### src/rtl/fifo_flags.sv
// Single-clock FIFO for any depth >= 2 with occupancy count, programmable
// almost-full/almost-empty thresholds, synchronous flush and sticky error flags.
module fifo_flags #(
    parameter int DEPTH    = 4,
    parameter int WIDTH    = 32,
    parameter int AF_LEVEL = DEPTH - 1,
    parameter int AE_LEVEL = 1
) (
    input  logic                         clk,
    input  logic                         rst,
    input  logic                         clear,
    input  logic                         wr,
    input  logic [WIDTH-1:0]             wr_data,
    input  logic                         rd,
    output logic [WIDTH-1:0]             rd_data,
    output logic [$clog2(DEPTH+1)-1:0]   level,
    output logic                         empty,
    output logic                         full,
    output logic                         almost_empty,
    output logic                         almost_full,
    output logic                         overflow,
    output logic                         underflow
);

    localparam int unsigned CW = $clog2(DEPTH + 1);
    localparam int unsigned PW = (DEPTH > 2) ? $clog2(DEPTH) : 1;

    // Refuse to build with thresholds or depth outside their legal ranges.
    generate
        if (DEPTH < 2 || AF_LEVEL < 1 || AF_LEVEL > DEPTH ||
            AE_LEVEL < 0 || AE_LEVEL > DEPTH - 1) begin : g_param_err
            $fatal(1, "fifo_flags: illegal DEPTH/AF_LEVEL/AE_LEVEL");
        end
    endgenerate

    logic [WIDTH-1:0] r_mem [DEPTH];
    logic [PW-1:0]    r_wrptr;
    logic [PW-1:0]    r_rdptr;
    logic [CW-1:0]    r_level;
    logic             r_overflow;
    logic             r_underflow;

    logic             w_empty;
    logic             w_full;
    logic             w_rd_ok;
    logic             w_wr_ok;

    // Explicit wrap at DEPTH-1 keeps non-power-of-two depths exact.
    function automatic logic [PW-1:0] f_inc(input logic [PW-1:0] p);
        return (p == PW'(DEPTH - 1)) ? '0 : p + PW'(1);
    endfunction

    assign w_empty = (r_level == '0);
    assign w_full  = (r_level == CW'(DEPTH));
    assign w_rd_ok = rd & ~w_empty;
    assign w_wr_ok = wr & (~w_full | w_rd_ok);

    always_ff @(posedge clk or negedge rst) begin
        if (!rst) begin
            r_wrptr     <= '0;
            r_rdptr     <= '0;
            r_level     <= '0;
            r_overflow  <= 1'b0;
            r_underflow <= 1'b0;
        end else if (clear) begin
            r_wrptr     <= '0;
            r_rdptr     <= '0;
            r_level     <= '0;
            r_overflow  <= 1'b0;
            r_underflow <= 1'b0;
        end else begin
            if (w_wr_ok) begin
                r_wrptr <= f_inc(r_wrptr);
            end
            if (w_rd_ok) begin
                r_rdptr <= f_inc(r_rdptr);
            end
            case ({w_wr_ok, w_rd_ok})
                2'b10:   r_level <= r_level + CW'(1);
                2'b01:   r_level <= r_level - CW'(1);
                default: r_level <= r_level;
            endcase
            if (wr & ~w_wr_ok) begin
                r_overflow <= 1'b1;
            end
            if (rd & ~w_rd_ok) begin
                r_underflow <= 1'b1;
            end
        end
    end

    // Storage is intentionally not reset; flush only moves pointers.
    always_ff @(posedge clk) begin
        if (w_wr_ok && !clear) begin
            r_mem[r_wrptr] <= wr_data;
        end
    end

    assign rd_data      = r_mem[r_rdptr];
    assign level        = r_level;
    assign empty        = w_empty;
    assign full         = w_full;
    assign almost_empty = (r_level <= CW'(AE_LEVEL));
    assign almost_full  = (r_level >= CW'(AF_LEVEL));
    assign overflow     = r_overflow;
    assign underflow    = r_underflow;

endmodule

### config.mk
export PLATFORM = sky130hd
export DESIGN_NAME = fifo_flags
export DESIGN_NICKNAME = d
export VERILOG_FILES = /design/src/rtl/fifo_flags.sv
export SDC_FILE = /design/constraint.sdc
export NUM_CORES = 1
export LEC_CHECK = 0
export CAP_MARGIN = 15
export CORE_MARGIN = 2
export CORE_UTILIZATION = 58
export CTS_CLUSTER_SIZE = 28
export DETAILED_ROUTE_END_ITERATION = 6
export HOLD_SLACK_MARGIN = 0.08
export PLACE_DENSITY = 0.87
export SLEW_MARGIN = 20
export SYNTH_ARGS = -nofsm -noshare
export SYNTH_HDL_FRONTEND = slang
export SYNTH_SLANG_ARGS = --single-unit
### constraint.sdc
create_clock -name clk -period 7.5 [get_ports clk]
set_input_delay 1.875 -clock clk [delete_from_list [all_inputs] [get_ports clk]]
set_output_delay 1.875 -clock clk [all_outputs]
set_load 0.01 [all_outputs]
# --- Yosys cells after proc, flatten, opt, wreduce, memory -nomap -nowiden ---
# Memories as Yosys holds them, arrays and structs flattened.
# Cells that the tools add are included.
word_totals:
  regBits: 9
  mem_bits_rw: 128
  input_bits: 37
  output_inout_bits: 41
  elab_cells: 48
  n_memories: 1
classes:
  addsub: 4
  n_lt_le_gt_ge: 2
  n_eq_ne: 5
  n_mux: 14
  bitwise: 9
  n_reduce_logical: 8
memory_table:
  columns: ["name", "depth", "width", "read_ports", "rd_clocked_by_memory_dff", "write_ports", "line_no", "source"]
  rows:
  - ["r_mem", 4, 32, 1, 0, 1, "36", "logic [WIDTH-1:0] r_mem [DEPTH];"]
op_table:
  columns: ["cell", "count"]
  rows:
  - ["$mux 2", 6]
  - ["$reduce_bool 2->1", 4]
  - ["$eq 2x2->1 const B", 3]
  - ["$mux 1", 6]
  - ["$pmux 3 s2", 1]
  - ["$add 2x1->2 const B", 2]
  - ["$and 1x1->1", 4]
  - ["$not 1->1", 4]
  - ["$add 3x1->3 const B", 1]
  - ["$eq 3x3->1 const B", 1]
  - ["$ge 3x2->1 const B", 1]
  - ["$le 3x1->1 const B", 1]
  - ["$logic_not 3->1", 1]
  - ["$mux 3", 1]
  - ["$reduce_bool 3->1", 1]
  - ["$sub 3x1->3 const B", 1]
  - ["$eq 2x1->1 const B", 1]
  - ["$logic_and 1x1->1", 1]
  - ["$logic_not 1->1", 1]
  - ["$or 1x1->1", 1]

# --- Depth between registers and ports, before layout ---
depth:
  word_depth: 9
  depth_mapped: 6
  depth_no_buf: 6

# --- Least setup slack after synthesis ---
# OpenSTA, ideal clock, no wires.
synth_timing:
  kind: "input to register"
  start: "input port rd"
  end: "memory r_mem[3][0] (enable)"
  setup_time_ns: 0.392
  arrival_ns: 3.116
  required_time_ns: 7.108
  slack_ns: 3.992
  stages: 3
  path_buffers: 0
  cell_sequence: "and3b_4 nor3_1 and2_1"
synth_between:
  elab_chain_len: 6
synth_lines:
  columns: ["item", "line_no", "source"]
  rows:
  - ["start, declared", "14", "input logic rd,"]
  - ["$and 1x1->1", "55", "assign w_rd_ok = rd & ~w_empty;"]
  - ["$or 1x1->1", "56", "assign w_wr_ok = wr & (~w_full | w_rd_ok);"]
  - ["$and 1x1->1", "56", null]
  - ["$logic_and 1x1->1", "94", "if (w_wr_ok && !clear) begin"]
  - ["$mux 1", "94", null]
  - ["$mux 1 (not written as such)", "95", "r_mem[r_wrptr] <= wr_data;"]
  - ["end, declared", "36", null]
# No other way between the ends.

# --- Worst setup path in the final report ---
layout_timing:
  start: "register r_rdptr[0]"
  end: "output port rd_data[1]"
layout_between:
  elab_chain_len: 1
layout_lines:
  columns: ["item", "line_no", "source"]
  rows:
  - ["start, declared", "38", "logic [PW-1:0] r_rdptr;"]
  - ["start signal, assigned", "76", "r_rdptr <= f_inc(r_rdptr);"]
  - ["$mem_v2 4x32", null, null]
  - ["end, declared", "15", "output logic [WIDTH-1:0] rd_data,"]
# No other way between the ends.

==> out/results.ini <==
[outcome]
outcome=complete, no violations

[placement]
hpwl_um=5710
dp_slack_ns=3.18
io_buffers=77
place.gp.congestion=0.717

[power]
p_clk_share_pct=37.3
p_leak_nw=2.23
internal_power_mw=1.58
peakVddDrop_uv=175
powerDensity_mw_per_mm2=310
pwr-share-comb_pct=19.6
p_sw_share_pct=24.9
power_frac_seq_pct=43.1
power_mw=2.10
p_sw_mw=0.522

[min_path]
min_from=underflow
holdPathStages=2
hold_path_end=underflow
hold_class=flip-flop to flip-flop

[setup_path]
r2r_end=r_mem[1][10]
worst-setup-path-type=flip-flop to output port
end_kind=output port
ff2ff_path_depth=5
cp_data_arrival_time_ns=2.75
cp_max_fo=22
rr_startpoint=level[1]
startpoint_type=flip-flop
reg2reg_slack_ns=4.86
crit_required_ns=5.62

[finish]
final_nets=383
syn_to_final_growth_pct=26.5
drive_above_1_share_pct=21.8
final_cell_mix=128 x edfxtp_1, 77 x clkdlybuf4s50_1, 32 x mux4_2
diodes=0
layout_commonest_cell=edfxtp_1

[logic_synthesis]
postSynthAreaPerCell_um2=21.4
syn_inst=250
synthMuxAreaShare_pct=13.7
synth.distinct_cells=37
postSynth.asyncResetShare_pct=6.57
seq_area_frac_synth_pct=76.1
synth_top_family_by_area=multiplexers
synth_ff_type=edfxtp_1
synth_compound_area_share_pct=2.95
yosys_warnings=0
synthAdderAreaFrac_pct=2.34
synth_edf_count=128
synth.net_count=297
synth.ff_latch_count=137
syn_area_mm2=0.00535
synth_xor_area_share_pct=0.164
synthSimpleGateAreaFrac_pct=2.69

[floorplanning]
die_w_um=100
dieArea_mm2=0.0100
initial_utilization_pct=58.7
rows=35
die_h_um=100
core_area_mm2=0.00911
num_io_pins=78

[detailed_routing]
wl_um=10100
drcViolationCount=0
drt_iter0_drc=117
ant_nets=0
routedWlPerCell_um=21.9
num_vias=2693
vias_per_cell=5.85
dr.pass1.iters=4

[cts]
clock_latency_ns=0.52
cts-root-buf=clkbuf_8
cts_buffers=17
cts_sinks=137
cts_max_level=4
cts_resized=0
tritoncts=yes
path_clk_slew_ns=0.06
postCtsHoldBufs=0
clockBufferDepth=2
post_cts_buffers=0

[sta]
hold_ws_ns=0.516
rsz0062_at_grt=no
slew_violations=0
period_share_pct=61.7
tns_ns=0
slew_headroom_pct=42.4
setup_viol=0
hold_viol=0
clock.fmax_ghz=0.216
worst_slew_pin_slew_ns=0.864
period_minus_slack_ns=4.63
finClkSkew_ns=0.0129
fin_ws_ns=2.87

[grt]
overflow=0
first_global_vias=2789
track_usage_pct=21.7
antenna_found_initial=0
grt_max_degree=33
grt_pass1_wl_um=15500

[job]
drv_cap=0

## through the flow
step	utilization, %	cells	area [µm²]
after CTS	74.3	460	6770
after global placement	68.1	428	6200
after detailed placement	68.1	428	6200
after floorplan	-	250	5350
after global routing	74.3	460	6770
final	74.3	460	6770
## power groups by stage
| stage | registers [mW] | logic [mW] | clock network [mW] |
|---|---|---|---|
| 5_1_grt | 0.911 | 0.442 | 0.827 |
| 4_1_cts | 0.906 | 0.417 | 0.796 |
| 3_5_place_dp | 0.920 | 0.410 | 0 |
| 3_3_place_gp | 0.918 | 0.400 | 0 |
| 6_report | 0.904 | 0.411 | 0.782 |
| 2_1_floorplan | 0.900 | 0.246 | 0 |
## cell families after synthesis
group | Yosys count
adders and majority gates | 10
AOI/OAI and AO/OA | 24
buffers and inverters | 21
xor gates and xnor gates | 1
DFF | 137
muxes | 33
and+or+nand+nor | 24
## layer usage
metal / vias to the layer above / GRT usage [%] / part of all wire (%)
li1: 1198 / - / -
met1: 1373 / 29.1 / 42
met2: 108 / 34.6 / 51
met3: 14 / 6.89 / 5.6
met4: 0 / 7.48 / 1.6
met5: - / 0 / 0
## synth_stat cells, types with 2 or more instances
| master | n | area [µm²] |
|---|---|---|
| a21oi_1 | 8 | 40.0 |
| and2_1 | 4 | 25.0 |
| buf_2 | 6 | 30.0 |
| buf_6 | 3 | 33.8 |
| clkbuf_1 | 2 | 7.51 |
| dfrtp_1 | 9 | 225 |
| edfxtp_1 | 128 | 3840 |
| ha_1 | 10 | 125 |
| inv_1 | 8 | 30.0 |
| mux4_2 | 32 | 721 |
| nand3_1 | 2 | 10.0 |
| nor2_1 | 7 | 26.3 |
| o211ai_1 | 2 | 15.0 |
| o21ai_0 | 5 | 25.0 |
| or4_1 | 2 | 15.0 |
## state kept, by name, indices dropped and copies added, names as in the netlist
name / flops
r_wrptr: 2
r_mem: 128
r_rdptr: 2
overflow: 1
level: 3
underflow: 1
## worst max-delay path, stage by stage, from the launching register on
cell and delay (ns):
dfrtp_2 0.67, buf_4 0.47, mux4_2 0.59, clkdlybuf4s50_1 0.49
## worst max-delay path by stage
| stage | from | endpoint | slack [ns] |
|---|---|---|---|
| floorplan | rd | r_mem[3][0] | 3.99 |
| global placement | rd | r_mem[0][18] | 3.29 |
| detailed placement | rd | r_mem[0][18] | 3.18 |
| CTS | r_rdptr[0] | rd_data[0] | 2.77 |
| global route | r_rdptr[0] | rd_data[0] | 2.69 |
| finish | r_rdptr[0] | rd_data[1] | 2.87 |
## area by class of cell
type / instances / area, µm²
clock buffer: 18 / 418
clock inverter: 14 / 150
fill: 545 / 2340
inverter: 9 / 33.8
multi-input combinational: 92 / 1170
sequential: 137 / 4070
tap: 111 / 139
timing repair buffer: 79 / 786
(Power assumes the default switching activity.)
